**config.mk**
```make
export PLATFORM = sky130hd
export DESIGN_NAME = arm7tdmi_mem_arb
export DESIGN_NICKNAME = d
export VERILOG_FILES = /design/src/rtl/arm7tdmi_mem_arb.sv
export SDC_FILE = /design/constraint.sdc
export NUM_CORES = 1
export LEC_CHECK = 0
export ABC_CLOCK_PERIOD_IN_PS = 4400
export CAP_MARGIN = 20
export CORE_MARGIN = 5
export CORE_UTILIZATION = 39
export DETAILED_ROUTE_END_ITERATION = 7
export PLACE_DENSITY = 0.79
export SLEW_MARGIN = 30
export SYNTH_ARGS = -nofsm -noshare
export SYNTH_HDL_FRONTEND = slang
export SYNTH_SLANG_ARGS = --single-unit
```
**constraint.sdc**
```tcl
create_clock -name clk -period 4.4 [get_ports clk]
set_clock_uncertainty 0.1 [all_clocks]
set_input_delay 0.88 -clock clk [delete_from_list [all_inputs] [get_ports clk]]
set_output_delay 0.88 -clock clk [all_outputs]
set_load 0.02 [all_outputs]
```
**src/rtl/arm7tdmi_mem_arb.sv**
```systemverilog
// Arbitrates ARM7TDMI instruction-fetch and data requests onto a single memory port,
// one transfer at a time, with a starvation counter that eventually forces a fetch.
module arm7tdmi_mem_arb #(
    parameter int unsigned MAX_FETCH_WAIT = 4
) (
    input  logic        clk,
    input  logic        rst_n,
    input  logic        if_req,
    input  logic [31:0] if_addr,
    output logic        if_gnt,
    output logic        if_valid,
    output logic [31:0] if_rdata,
    input  logic        d_req,
    input  logic        d_we,
    input  logic [3:0]  d_be,
    input  logic [31:0] d_addr,
    input  logic [31:0] d_wdata,
    output logic        d_gnt,
    output logic        d_valid,
    output logic [31:0] d_rdata,
    output logic [31:0] mem_addr,
    output logic [31:0] mem_wdata,
    output logic [3:0]  mem_be,
    output logic        mem_we,
    output logic        mem_re,
    input  logic [31:0] mem_rdata,
    input  logic        mem_ready
);

    localparam int unsigned CntW = (MAX_FETCH_WAIT < 1) ? 1 : $clog2(MAX_FETCH_WAIT + 1);
    localparam logic [CntW-1:0] CntMax = CntW'(MAX_FETCH_WAIT);

    typedef enum logic [1:0] {IDLE, BUSY_IF, BUSY_D} state_e;

    state_e          state_q;
    logic [CntW-1:0] wait_cnt_q;
    logic            fetch_prio;

    // Grants are combinational so a requester can be accepted in the same IDLE cycle.
    always_comb begin
        fetch_prio = if_req && (wait_cnt_q >= CntMax);
        d_gnt      = rst_n && (state_q == IDLE) && d_req && !fetch_prio;
        if_gnt     = rst_n && (state_q == IDLE) && if_req && !d_gnt;
    end

    always_ff @(posedge clk) begin
        if (!rst_n) begin
            state_q    <= IDLE;
            wait_cnt_q <= '0;
            mem_re     <= 1'b0;
            mem_we     <= 1'b0;
            if_valid   <= 1'b0;
            d_valid    <= 1'b0;
            mem_addr   <= '0;
            mem_wdata  <= '0;
            mem_be     <= '0;
            if_rdata   <= '0;
            d_rdata    <= '0;
        end else begin
            if_valid <= 1'b0;
            d_valid  <= 1'b0;
            unique case (state_q)
                IDLE: begin
                    if (d_gnt) begin
                        mem_addr  <= d_addr;
                        mem_be    <= d_be;
                        mem_wdata <= d_wdata;
                        mem_we    <= d_we;
                        mem_re    <= ~d_we;
                        state_q   <= BUSY_D;
                        if (if_req && (wait_cnt_q < CntMax)) begin
                            wait_cnt_q <= wait_cnt_q + 1'b1;
                        end
                    end else if (if_gnt) begin
                        // Word-align the fetch address; the low bits are never driven out.
                        mem_addr   <= if_addr & 32'hFFFF_FFFC;
                        mem_be     <= 4'hF;
                        mem_we     <= 1'b0;
                        mem_re     <= 1'b1;
                        wait_cnt_q <= '0;
                        state_q    <= BUSY_IF;
                    end
                end
                BUSY_IF: begin
                    if (mem_ready) begin
                        mem_re   <= 1'b0;
                        if_valid <= 1'b1;
                        if_rdata <= mem_rdata;
                        state_q  <= IDLE;
                    end
                end
                BUSY_D: begin
                    if (mem_ready) begin
                        mem_re  <= 1'b0;
                        mem_we  <= 1'b0;
                        d_valid <= 1'b1;
                        if (!mem_we) begin
                            d_rdata <= mem_rdata;
                        end
                        state_q <= IDLE;
                    end
                end
                default: state_q <= IDLE;
            endcase
        end
    end

endmodule

```
==> flow_metrics.env, run 1 <==
export IMPL_worstSetupStartpointType="input pin"
export IMPL_drive_above_1_share_pct=5.87
export IMPL_r2r_cells=5
export IMPL_cp_cell_sequence="clkdlybuf4s50_1 -> a21boi_2 -> nand3_2 -> inv_2 -> nor3b_1 -> clkdlybuf4s50_1"
export IMPL_syn_nets=798
export IMPL_die_area_mm2=0.0164
export IMPL_post_route_util_pct=64.3
export IMPL_min_from="mem_wdata[9]"
export IMPL_reg2reg_slack_ns=2.29
export IMPL_drc=0
export IMPL_worst_pin_slew_ns=0.770
export IMPL_layout_commonest_cell="clkdlybuf4s50_1"
export IMPL_final_hold_violation_count=0
export IMPL_cts_htree_levels=4
export IMPL_fin_nets=1049
export IMPL_cts_buffer_depth=2
export IMPL_grt_start_max_net_pins=81
export IMPL_crit_arrival_ns=2.57
export IMPL_min_to="mem_wdata[9]"
export IMPL_setup_tns_ns=0
export IMPL_place_hpwl_mm=11.8
export IMPL_drv_cap=0
export IMPL_fmax_ghz=0.281
export IMPL_cts_root_buf="clkbuf_16"
export IMPL_rsz0062_at_grt="no"
export IMPL_place_gp_congestion=0.777
export IMPL_postSynthCellCount=656
export IMPL_slew_violations=0
export IMPL_grt_pass1_vias=5276
export IMPL_cp_data_required_time_ns=3.42
export IMPL_final_cell_mix="clkdlybuf4s50_1, nand2_1, dfxtp_1"
export IMPL_use_met3_pct=8.25
export IMPL_critPathMaxFanout=6
export IMPL_setup_viol=0
export IMPL_drt_iter0_markers=312
export IMPL_dr_pass1_iters=4
export IMPL_global_route_usage_met1_pct=23.5
export IMPL_num_io_pins=276
export IMPL_use_met2_pct=34.1
export IMPL_cts_resized=0
export IMPL_cp_top_family="buffers and inverters"
export IMPL_cp_end_kind="primary output"
export IMPL_grt_usage_pct=20.6
export IMPL_initial_utilization_pct=39.6
export IMPL_antenna_left=0
export IMPL_port_buffers=273
export IMPL_post_route_min_period_ns=3.55
export IMPL_holdPathStages=2
export IMPL_synth_area_mm2=0.00545
export IMPL_period_share_pct=80.7
export IMPL_routed_wirelength_mm=17.1
export IMPL_wl_per_cell_um=15.5
export IMPL_holdBufCountCts=0
export IMPL_antenna_found_initial=0
export IMPL_cp_num_buf_inv=3
export IMPL_num_antenna_cells=0
export IMPL_row_count=43
export IMPL_area_growth_pct=62.5
export IMPL_numCtsBuffers=17
export IMPL_cp_slowest_stage_delay_ns=0.66
export IMPL_power_density_mw_per_mm2=456
export IMPL_status="complete, no violations"
export IMPL_fill_cells=1221
export IMPL_vias=5397
export IMPL_grt_pass1_wl_mm=26.9
export IMPL_ys_ff_latch=141
export IMPL_cts_tree="yes"
export IMPL_cpMostUsedCell="clkdlybuf4s50_1"
export IMPL_rr_endpoint="mem_addr[29]"
export IMPL_p_leak_nw=3.19
export IMPL_ys_warn_count=0
export IMPL_synth_seq_area_share_pct=51.8
export IMPL_viasPerCell=4.91
export IMPL_r2r_start="state_q[1]"
export IMPL_die_h_um=128
export IMPL_busiest_layer="met2"
export IMPL_vdd_ir_drop_max_mv=0.231
export IMPL_crit_type="input pin to primary output"
export IMPL_hold_path_class="flop to flop"
export IMPL_cts_setup_buffers=0
export IMPL_synth_distinct_cells=35
export IMPL_grt_ovfl_total=0
export IMPL_clock_latency_ns=0.41
export IMPL_maxSlewHeadroom_pct=48.6
export IMPL_core_mm2=0.0138
export IMPL_cts_sinks=141
export IMPL_clk_pin_slew_ns=0.05
export IMPL_avgSynthCellArea_um2=8.31
export IMPL_die_x_um=128
export IMPL_slowest_stage="clkdlybuf4s50_1"
==> how the worst max path moves through the flow <==
stage	start	endpoint	slack, ns	cells past startpoint
after floorplan	d_req	if_gnt	1.37	6
after global placement	if_req	if_gnt	0.87	6
after detailed placement	if_req	if_gnt	0.85	6
after CTS	if_req	if_gnt	0.83	6
final	if_req	if_gnt	0.85	6
after global routing	d_req	if_gnt	0.73	6
==> power breakdown <==
group	switching [W]	internal (W)	leakage, nW
Clock	0.000533	0.000910	0.296
Sequential	0.0000730	0.00143	1.15
Combinational	0.000597	0.000498	1.75
Total	0.00120	0.00284	3.19
==> metrics by stage <==
stage	hold slack [ns]	power [W]	setup slack, ns	instance area, um2	std cells
finish	0.350	0.00404	0.848	8860	1100
global route	0.366	0.00424	0.729	8860	1100
CTS	0.352	0.00408	0.832	8860	1100
detailed placement	0.346	0.00263	0.850	8250	1068
global placement	0.340	0.00261	0.871	8250	1068
floorplan	0.334	0.00210	1.37	5450	656
==> sequential cells by signal, summed over array words and instances (netlist names) <==
name        count
if_valid        1
d_valid         1
if_rdata       32
mem_be          4
mem_addr       32
mem_wdata      32
wait_cnt_q      3
d_rdata        32
mem_re          1
state_q         2
mem_we          1
==> cells in the mapped netlist (all sizes together) <==
| cell | number | area, um2 |
|---|---|---|
| inv | 4 | 15.0 |
| o21a | 1 | 7.51 |
| nand3 | 3 | 20.0 |
| or3 | 1 | 6.26 |
| o32ai | 1 | 16.3 |
| a22oi | 3 | 22.5 |
| and3 | 2 | 12.5 |
| nor3b | 1 | 7.51 |
| o21ai | 33 | 165 |
| nand2b | 1 | 6.26 |
| clkbuf | 32 | 120 |
| o211ai | 1 | 7.51 |
| nor2 | 31 | 116 |
| mux2i | 1 | 10.0 |
| buf | 19 | 111 |
| or2 | 1 | 6.26 |
| a21boi | 99 | 747 |
| o211a | 1 | 10.0 |
| nor2b | 4 | 25.0 |
| nand2 | 201 | 754 |
| nand4 | 1 | 6.26 |
| a21oi | 2 | 13.8 |
| nand4b | 1 | 8.76 |
| ha | 4 | 50.1 |
| dfxtp | 141 | 2820 |
| and2 | 2 | 12.5 |
| o221a | 4 | 45.0 |
| nor3 | 61 | 305 |
==> cell families after synthesis <==
kind of cell | after synthesis | share of synthesized area (%)
and+or+nand+nor | 310 | 23.6
AOI/OAI and AO/OA | 145 | 19.0
DFF | 141 | 51.8
buffers and inverters | 55 | 4.52
adders and majority gates | 4 | 0.918
muxes | 1 | 0.184
==> worst register-to-register path: cells and delay by family (launching register included) <==
kind / cells / cell delay (ns)
flops: 1 / 0.31
fa+ha+maj: 1 / 0.42
simple gates: 1 / 0.18
buf+inv: 1 / 0.09
compound gates: 2 / 0.94
==> routing by layer <==
layer  share of wire (%)  wire length (um)
met5                   0                 0
met4                 2.1               357
met3                  10              1700
met2                  47              8100
met1                  41              6920
==> cell type report <==
| type | count | area, um2 | share of cell area, % |
|---|---|---|---|
| Sequential cell | 141 | 2820 | 31.9 |
| Timing Repair Buffer | 283 | 2810 | 31.7 |
| Multi-Input combinational cell | 460 | 2380 | 26.9 |
| Clock buffer | 23 | 498 | 5.62 |
| Tap cell | 180 | 225 | 2.54 |
| Clock inverter | 9 | 108 | 1.21 |
| Inverter | 4 | 15.0 | 0.169 |
(Power assumes the default switching activity.)
==> inputs of run 2 (changes only) <==
--- a/config.mk
+++ b/config.mk
@@ -5,12 +5,12 @@
 export SDC_FILE = /design/constraint.sdc
 export NUM_CORES = 1
 export LEC_CHECK = 0
-export ABC_CLOCK_PERIOD_IN_PS = 4400
+export ABC_CLOCK_PERIOD_IN_PS = 2900
 export CAP_MARGIN = 20
 export CORE_MARGIN = 5
-export CORE_UTILIZATION = 39
+export CORE_UTILIZATION = 36
 export DETAILED_ROUTE_END_ITERATION = 7
-export PLACE_DENSITY = 0.79
+export PLACE_DENSITY = 0.76
 export SLEW_MARGIN = 30
 export SYNTH_ARGS = -nofsm -noshare
 export SYNTH_HDL_FRONTEND = slang
==> constraint.sdc (replaced) <==
create_clock -name clk -period 2.9 [get_ports clk]
set_clock_uncertainty 0.1 [all_clocks]
set_input_delay 0.58 -clock clk [delete_from_list [all_inputs] [get_ports clk]]
set_output_delay 0.58 -clock clk [all_outputs]
set_load 0.02 [all_outputs]
==> run 2 against run 1 <==
- clock-buffer cell count shrank 3
- first-iteration DRC count fell by 35%
- combinational power is 56% higher
- critical endpoint is now d_gnt
==> flow_metrics.env, run 2 (synthesized netlist as in run 1, its figures left out) <==
export IMPL_status="complete, no violations"
export IMPL_p_seq_share_pct=36.0
export IMPL_fin_area_mm2=0.00898
export IMPL_r2r_cells=8
export IMPL_fmax_ghz=0.373
export IMPL_viasPerCell=4.78
export IMPL_p_int_w=0.00450
export IMPL_ff_latch_area_mm2=0.00282
export IMPL_routed_wirelength_mm=17.0
export IMPL_die_x_um=133
export IMPL_num_io_pins=276
export IMPL_core_mm2=0.0150
export IMPL_drive_above_1_share_pct=6.48
export IMPL_cts_htree_levels=4
export IMPL_grt_ovfl_total=0
export IMPL_cts_buffer_depth=2
export IMPL_power_density_mw_per_mm2=704
export IMPL_cts_root_buf="clkbuf_16"
export IMPL_worstSetupStartpointType="input pin"
export IMPL_cp_end_kind="primary output"
export IMPL_slew_violations=0
export IMPL_rsz0062_at_grt="no"
export IMPL_antenna_found_initial=0
export IMPL_final_hold_violation_count=0
export IMPL_final_cell_mix="clkdlybuf4s50_1, nand2_1, dfxtp_1"
export IMPL_period_share_pct=92.5
export IMPL_antenna_left=0
export IMPL_grt_start_max_net_pins=100
export IMPL_area_growth_pct=64.7
export IMPL_drt_iter0_markers=203
export IMPL_die_h_um=133
export IMPL_wl_per_cell_um=15.3
export IMPL_numCtsBuffers=17
export IMPL_place_hpwl_mm=11.8
export IMPL_layout_commonest_cell="clkdlybuf4s50_1"
export IMPL_placed_area_mm2=0.00834
export IMPL_cts_sinks=141
export IMPL_setup_tns_ns=0
export IMPL_rr_endpoint="mem_addr[23]"
export IMPL_min_from="mem_wdata[23]"
export IMPL_dr_pass1_iters=5
export IMPL_min_to="mem_wdata[23]"
export IMPL_drc=0
export IMPL_vias=5321
export IMPL_cts_setup_buffers=0
export IMPL_holdPathStages=2
export IMPL_worst_pin_slew_ns=0.880
export IMPL_grt_pass1_wl_mm=26.7
export IMPL_hold_worst_slack_ns=0.350
export IMPL_crit_arrival_ns=2.00
export IMPL_instances_no_fill=1114
export IMPL_maxSlewHeadroom_pct=41.3
export IMPL_post_route_min_period_ns=2.68
export IMPL_num_antenna_cells=0
export IMPL_clock_latency_ns=0.40
export IMPL_place_inst=1083
export IMPL_crit_start="d_req"
export IMPL_cts_resized=0
export IMPL_switching_share_pct=28.8
export IMPL_grt_usage_pct=18.8
export IMPL_critPathMaxFanout=34
export IMPL_r2r_start="state_q[1]"
export IMPL_initial_utilization_pct=36.3
export IMPL_switching_power_w=0.00182
export IMPL_clk_pin_slew_ns=0.05
export IMPL_reg2reg_slack_ns=0.91
export IMPL_multi_input_area_mm2=0.00238
export IMPL_fill_cells=1344
export IMPL_grt_pass1_vias=5115
export IMPL_setup_viol=0
export IMPL_place_gp_congestion=0.781
export IMPL_cts_tree="yes"
export IMPL_row_count=45
export IMPL_holdBufCountCts=0
export IMPL_drv_cap=0
export IMPL_clkPwrFrac_pct=37.1
export IMPL_cp_data_required_time_ns=2.22
export IMPL_crit_type="input pin to primary output"
export IMPL_fin_nets=1056
export IMPL_die_area_mm2=0.0177
export IMPL_vdd_ir_drop_max_mv=0.406
export IMPL_p_leak_nw=3.27
export IMPL_port_buffers=273
export IMPL_setup_ws_ns=0.219
export IMPL_dp_slack_ns=0.0645
export IMPL_hold_path_class="flop to flop"
export IMPL_combPwrFrac_pct=26.9
[run 2: cell types whose count changed in the layout (fill, tap and decap cells not counted), moves of 2 or more]
cell,previous run,this run
clkdlybuf4s50_1,272,270
buf_4,11,17
clkbuf_8,5,1
clkinvlp_4,2,0
bufinv_16,2,5
clkinv_4,1,3
buf_12,0,2
[run 2: worst max-delay path by stage]
stage               endpoint  slack, ns
floorplan             if_gnt       0.47
global placement      if_gnt       0.06
detailed placement    if_gnt       0.06
CTS                   if_gnt       0.04
global route           d_gnt       0.14
finish                 d_gnt       0.22
[run 2: power by group through the flow]
| stage | sequential (W) | clock, W | combinational (W) |
|---|---|---|---|
| finish | 0.00228 | 0.00234 | 0.00170 |
| detailed placement | 0.00231 | 0 | 0.00172 |
| CTS | 0.00228 | 0.00240 | 0.00173 |
| global route | 0.00231 | 0.00249 | 0.00184 |
| global placement | 0.00231 | 0 | 0.00171 |
| floorplan | 0.00257 | 0 | 0.000605 |
[run 2: layer usage]
metal | wire length [um] | track usage (%) | share of wire, %
met4 | 318 | 6.06 | 1.9
met5 | 0 | 0 | 0
met1 | 7030 | 22.3 | 41
met2 | 7950 | 30.3 | 47
met3 | 1720 | 8.37 | 10
[run 2: layout make-up]
| type | instances | area share [%] |
|---|---|---|
| clock inverter | 11 | 2.13 |
| timing repair buffer | 290 | 32.1 |
| tap | 188 | 2.62 |
| sequential | 141 | 31.4 |
| multi-input combinational | 460 | 26.6 |
| clock buffer | 20 | 4.97 |
| inverter | 4 | 0.167 |
[run 2: critical path, stage by stage]
cell and delay, ns:
clkdlybuf4s50_1 0.48, a21boi_2 0.19, nand3_2 0.10, inv_2 0.06, buf_4 0.35, buf_4 0.23
[run 2: per-stage QoR]
stage | utilization, % | power [W]
2_1_floorplan | - | 0.00318
3_3_place_gp | 55.5 | 0.00402
3_5_place_dp | 55.5 | 0.00404
4_1_cts | 59.7 | 0.00641
5_1_grt | 59.7 | 0.00663
6_report | 59.7 | 0.00632
==> inputs of run 3 (changes only) <==
--- a/config.mk
+++ b/config.mk
@@ -6,7 +6,7 @@
 export NUM_CORES = 1
 export LEC_CHECK = 0
 export ABC_CLOCK_PERIOD_IN_PS = 2900
-export CAP_MARGIN = 20
+export CORE_ASPECT_RATIO = 1.5
 export CORE_MARGIN = 5
 export CORE_UTILIZATION = 36
 export DETAILED_ROUTE_END_ITERATION = 7
@@ -15,3 +15,4 @@
 export SYNTH_ARGS = -nofsm -noshare
 export SYNTH_HDL_FRONTEND = slang
 export SYNTH_SLANG_ARGS = --single-unit
+export TNS_END_PERCENT = 100
==> run 3 against run 2 <==
- wire length is 2.0% higher
- via count up 0.38%
- sequential cell count unchanged
- non-clock buffer count decreased by 1
- worst hold slack about the same
- critical path depth down 1
- die area grew 0.29%
- largest cell class unchanged
- highest routed layer unchanged
==> flow_metrics.env, run 3 (synthesized netlist as in run 1, its figures left out) <==
export IMPL_viasPerCell=4.75
export IMPL_place_hpwl_mm=12.6
export IMPL_layout_commonest_cell="clkdlybuf4s50_1"
export IMPL_cts_htree_levels=4
export IMPL_die_area_mm2=0.0178
export IMPL_numCtsBuffers=17
export IMPL_dp_slack_ns=0.0742
export IMPL_worstSetupStartpointType="input pin"
export IMPL_cp_end_kind="primary output"
export IMPL_cp_cell_sequence="clkdlybuf4s50_1 -> a21boi_2 -> nand3_2 -> inv_2 -> clkdlybuf4s50_1"
export IMPL_area_growth_pct=63.2
export IMPL_holdBufCountCts=0
export IMPL_num_io_pins=276
export IMPL_cts_setup_buffers=0
export IMPL_drive_above_1_share_pct=6.59
export IMPL_grt_ovfl_total=0
export IMPL_hold_path_class="flop to flop"
export IMPL_cts_root_buf="clkbuf_16"
export IMPL_holdPathStages=2
export IMPL_final_hold_violation_count=0
export IMPL_routed_wirelength_mm=17.4
export IMPL_cts_tree="yes"
export IMPL_power_density_mw_per_mm2=677
export IMPL_dr_pass1_iters=4
export IMPL_num_antenna_cells=0
export IMPL_crit_type="input pin to primary output"
export IMPL_cpMostUsedCell="clkdlybuf4s50_1"
export IMPL_hold_worst_slack_ns=0.349
export IMPL_crit_arrival_ns=2.06
export IMPL_place_gp_congestion=0.822
export IMPL_drv_cap=0
export IMPL_grt_pass1_vias=5229
export IMPL_row_count=55
export IMPL_fmax_ghz=0.365
export IMPL_slowest_stage="clkdlybuf4s50_1"
export IMPL_instances_no_fill=1125
export IMPL_cts_buffer_depth=2
export IMPL_rsz0062_at_grt="no"
export IMPL_clk_pin_slew_ns=0.06
export IMPL_port_buffers=273
export IMPL_antenna_left=0
export IMPL_setup_ws_ns=0.158
export IMPL_p_leak_nw=3.22
export IMPL_vias=5341
export IMPL_cp_slowest_stage_delay_ns=0.62
export IMPL_drt_iter0_markers=177
export IMPL_fin_nets=1055
export IMPL_core_mm2=0.0150
export IMPL_grt_start_max_net_pins=71
export IMPL_place_inst=1093
export IMPL_setup_tns_ns=0
export IMPL_wl_per_cell_um=15.4
export IMPL_fill_cells=1397
export IMPL_post_route_min_period_ns=2.74
export IMPL_maxSlewHeadroom_pct=48.4
export IMPL_slew_violations=0
export IMPL_vdd_ir_drop_max_mv=0.360
export IMPL_die_h_um=161
export IMPL_drc=0
export IMPL_r2r_cells=6
export IMPL_final_cell_mix="clkdlybuf4s50_1, nand2_1, dfxtp_1"
export IMPL_clock_latency_ns=0.40
export IMPL_setup_viol=0
export IMPL_grt_usage_pct=18.9
export IMPL_antenna_found_initial=0
export IMPL_status="complete, no violations"
export IMPL_cp_data_required_time_ns=2.22
export IMPL_die_x_um=110
export IMPL_cts_sinks=141
export IMPL_critPathMaxFanout=4
export IMPL_grt_pass1_wl_mm=27.3
export IMPL_worst_pin_slew_ns=0.774
export IMPL_period_share_pct=94.5
export IMPL_initial_utilization_pct=36.3
## run 3: cell count changes in the layout (fill, tap and decap cells not counted), sizes merged
cell	change
buf	-2
bufinv	-5
clkbuf	-2
clkdlybuf4s50	+1
clkinv	-4
clkinvlp	+3
inv	+9
## run 3: worst paths after layout
check	from	to	slack (ns)
worst max-delay path	d_req	d_gnt	0.16
worst max register to register	state_q[0]	state_q[1]	0.95
worst min-delay path	mem_wdata[4]	mem_wdata[4]	0.35
worst min register to register	mem_wdata[4]	mem_wdata[4]	0.35
## run 3: timing repair
action | CTS | global route
resized for setup | 0 | 1
endpoints found under the hold margin | 0 | 0
endpoints found under the setup margin | 0 | 1
## run 3: critical path: cells and delay by family
kind	cells	cell delay, ns
buffers and inverters	3	1.18
AO/OA/AOI/OAI	1	0.20
AND/OR/NAND/NOR	1	0.10
## run 3: where the power goes
group | leakage, nW | total, W | switching, W | internal, W
Sequential | 1.15 | 0.00227 | 0.000109 | 0.00216
Combinational | 1.80 | 0.00168 | 0.000904 | 0.000779
Clock | 0.270 | 0.00207 | 0.000917 | 0.00115
Total | 3.22 | 0.00602 | 0.00193 | 0.00409
## run 3: layer usage
metal  track usage (%)  vias to the layer above  share of wire (%)
li1                  -                     2692                  -
met1              20.6                     2433                 39
met2              34.1                      183                 51
met3              5.20                       33                5.9
met4              8.12                        0                3.4
met5                 0                        -                  0
## run 3: area by class of cell
cell class                 instances  area [um2]  area share (%)
timing repair buffer             289        2870            32.2
sequential                       141        2820            31.7
multi-input combinational        460        2380            26.8
clock buffer                      18         439            4.94
tap                              199         249            2.80
clock inverter                    14         123            1.38
inverter                           4        15.0           0.169
## run 3: metrics by stage
stage                     utilization (%)  instance area (um2)  power (W)
after floorplan                         -                 5450    0.00318
after global placement               55.6                 8330    0.00400
after detailed placement             55.6                 8330    0.00402
after CTS                            59.3                 8900    0.00611
after global routing                 59.3                 8900    0.00634
final                                59.3                 8900    0.00602
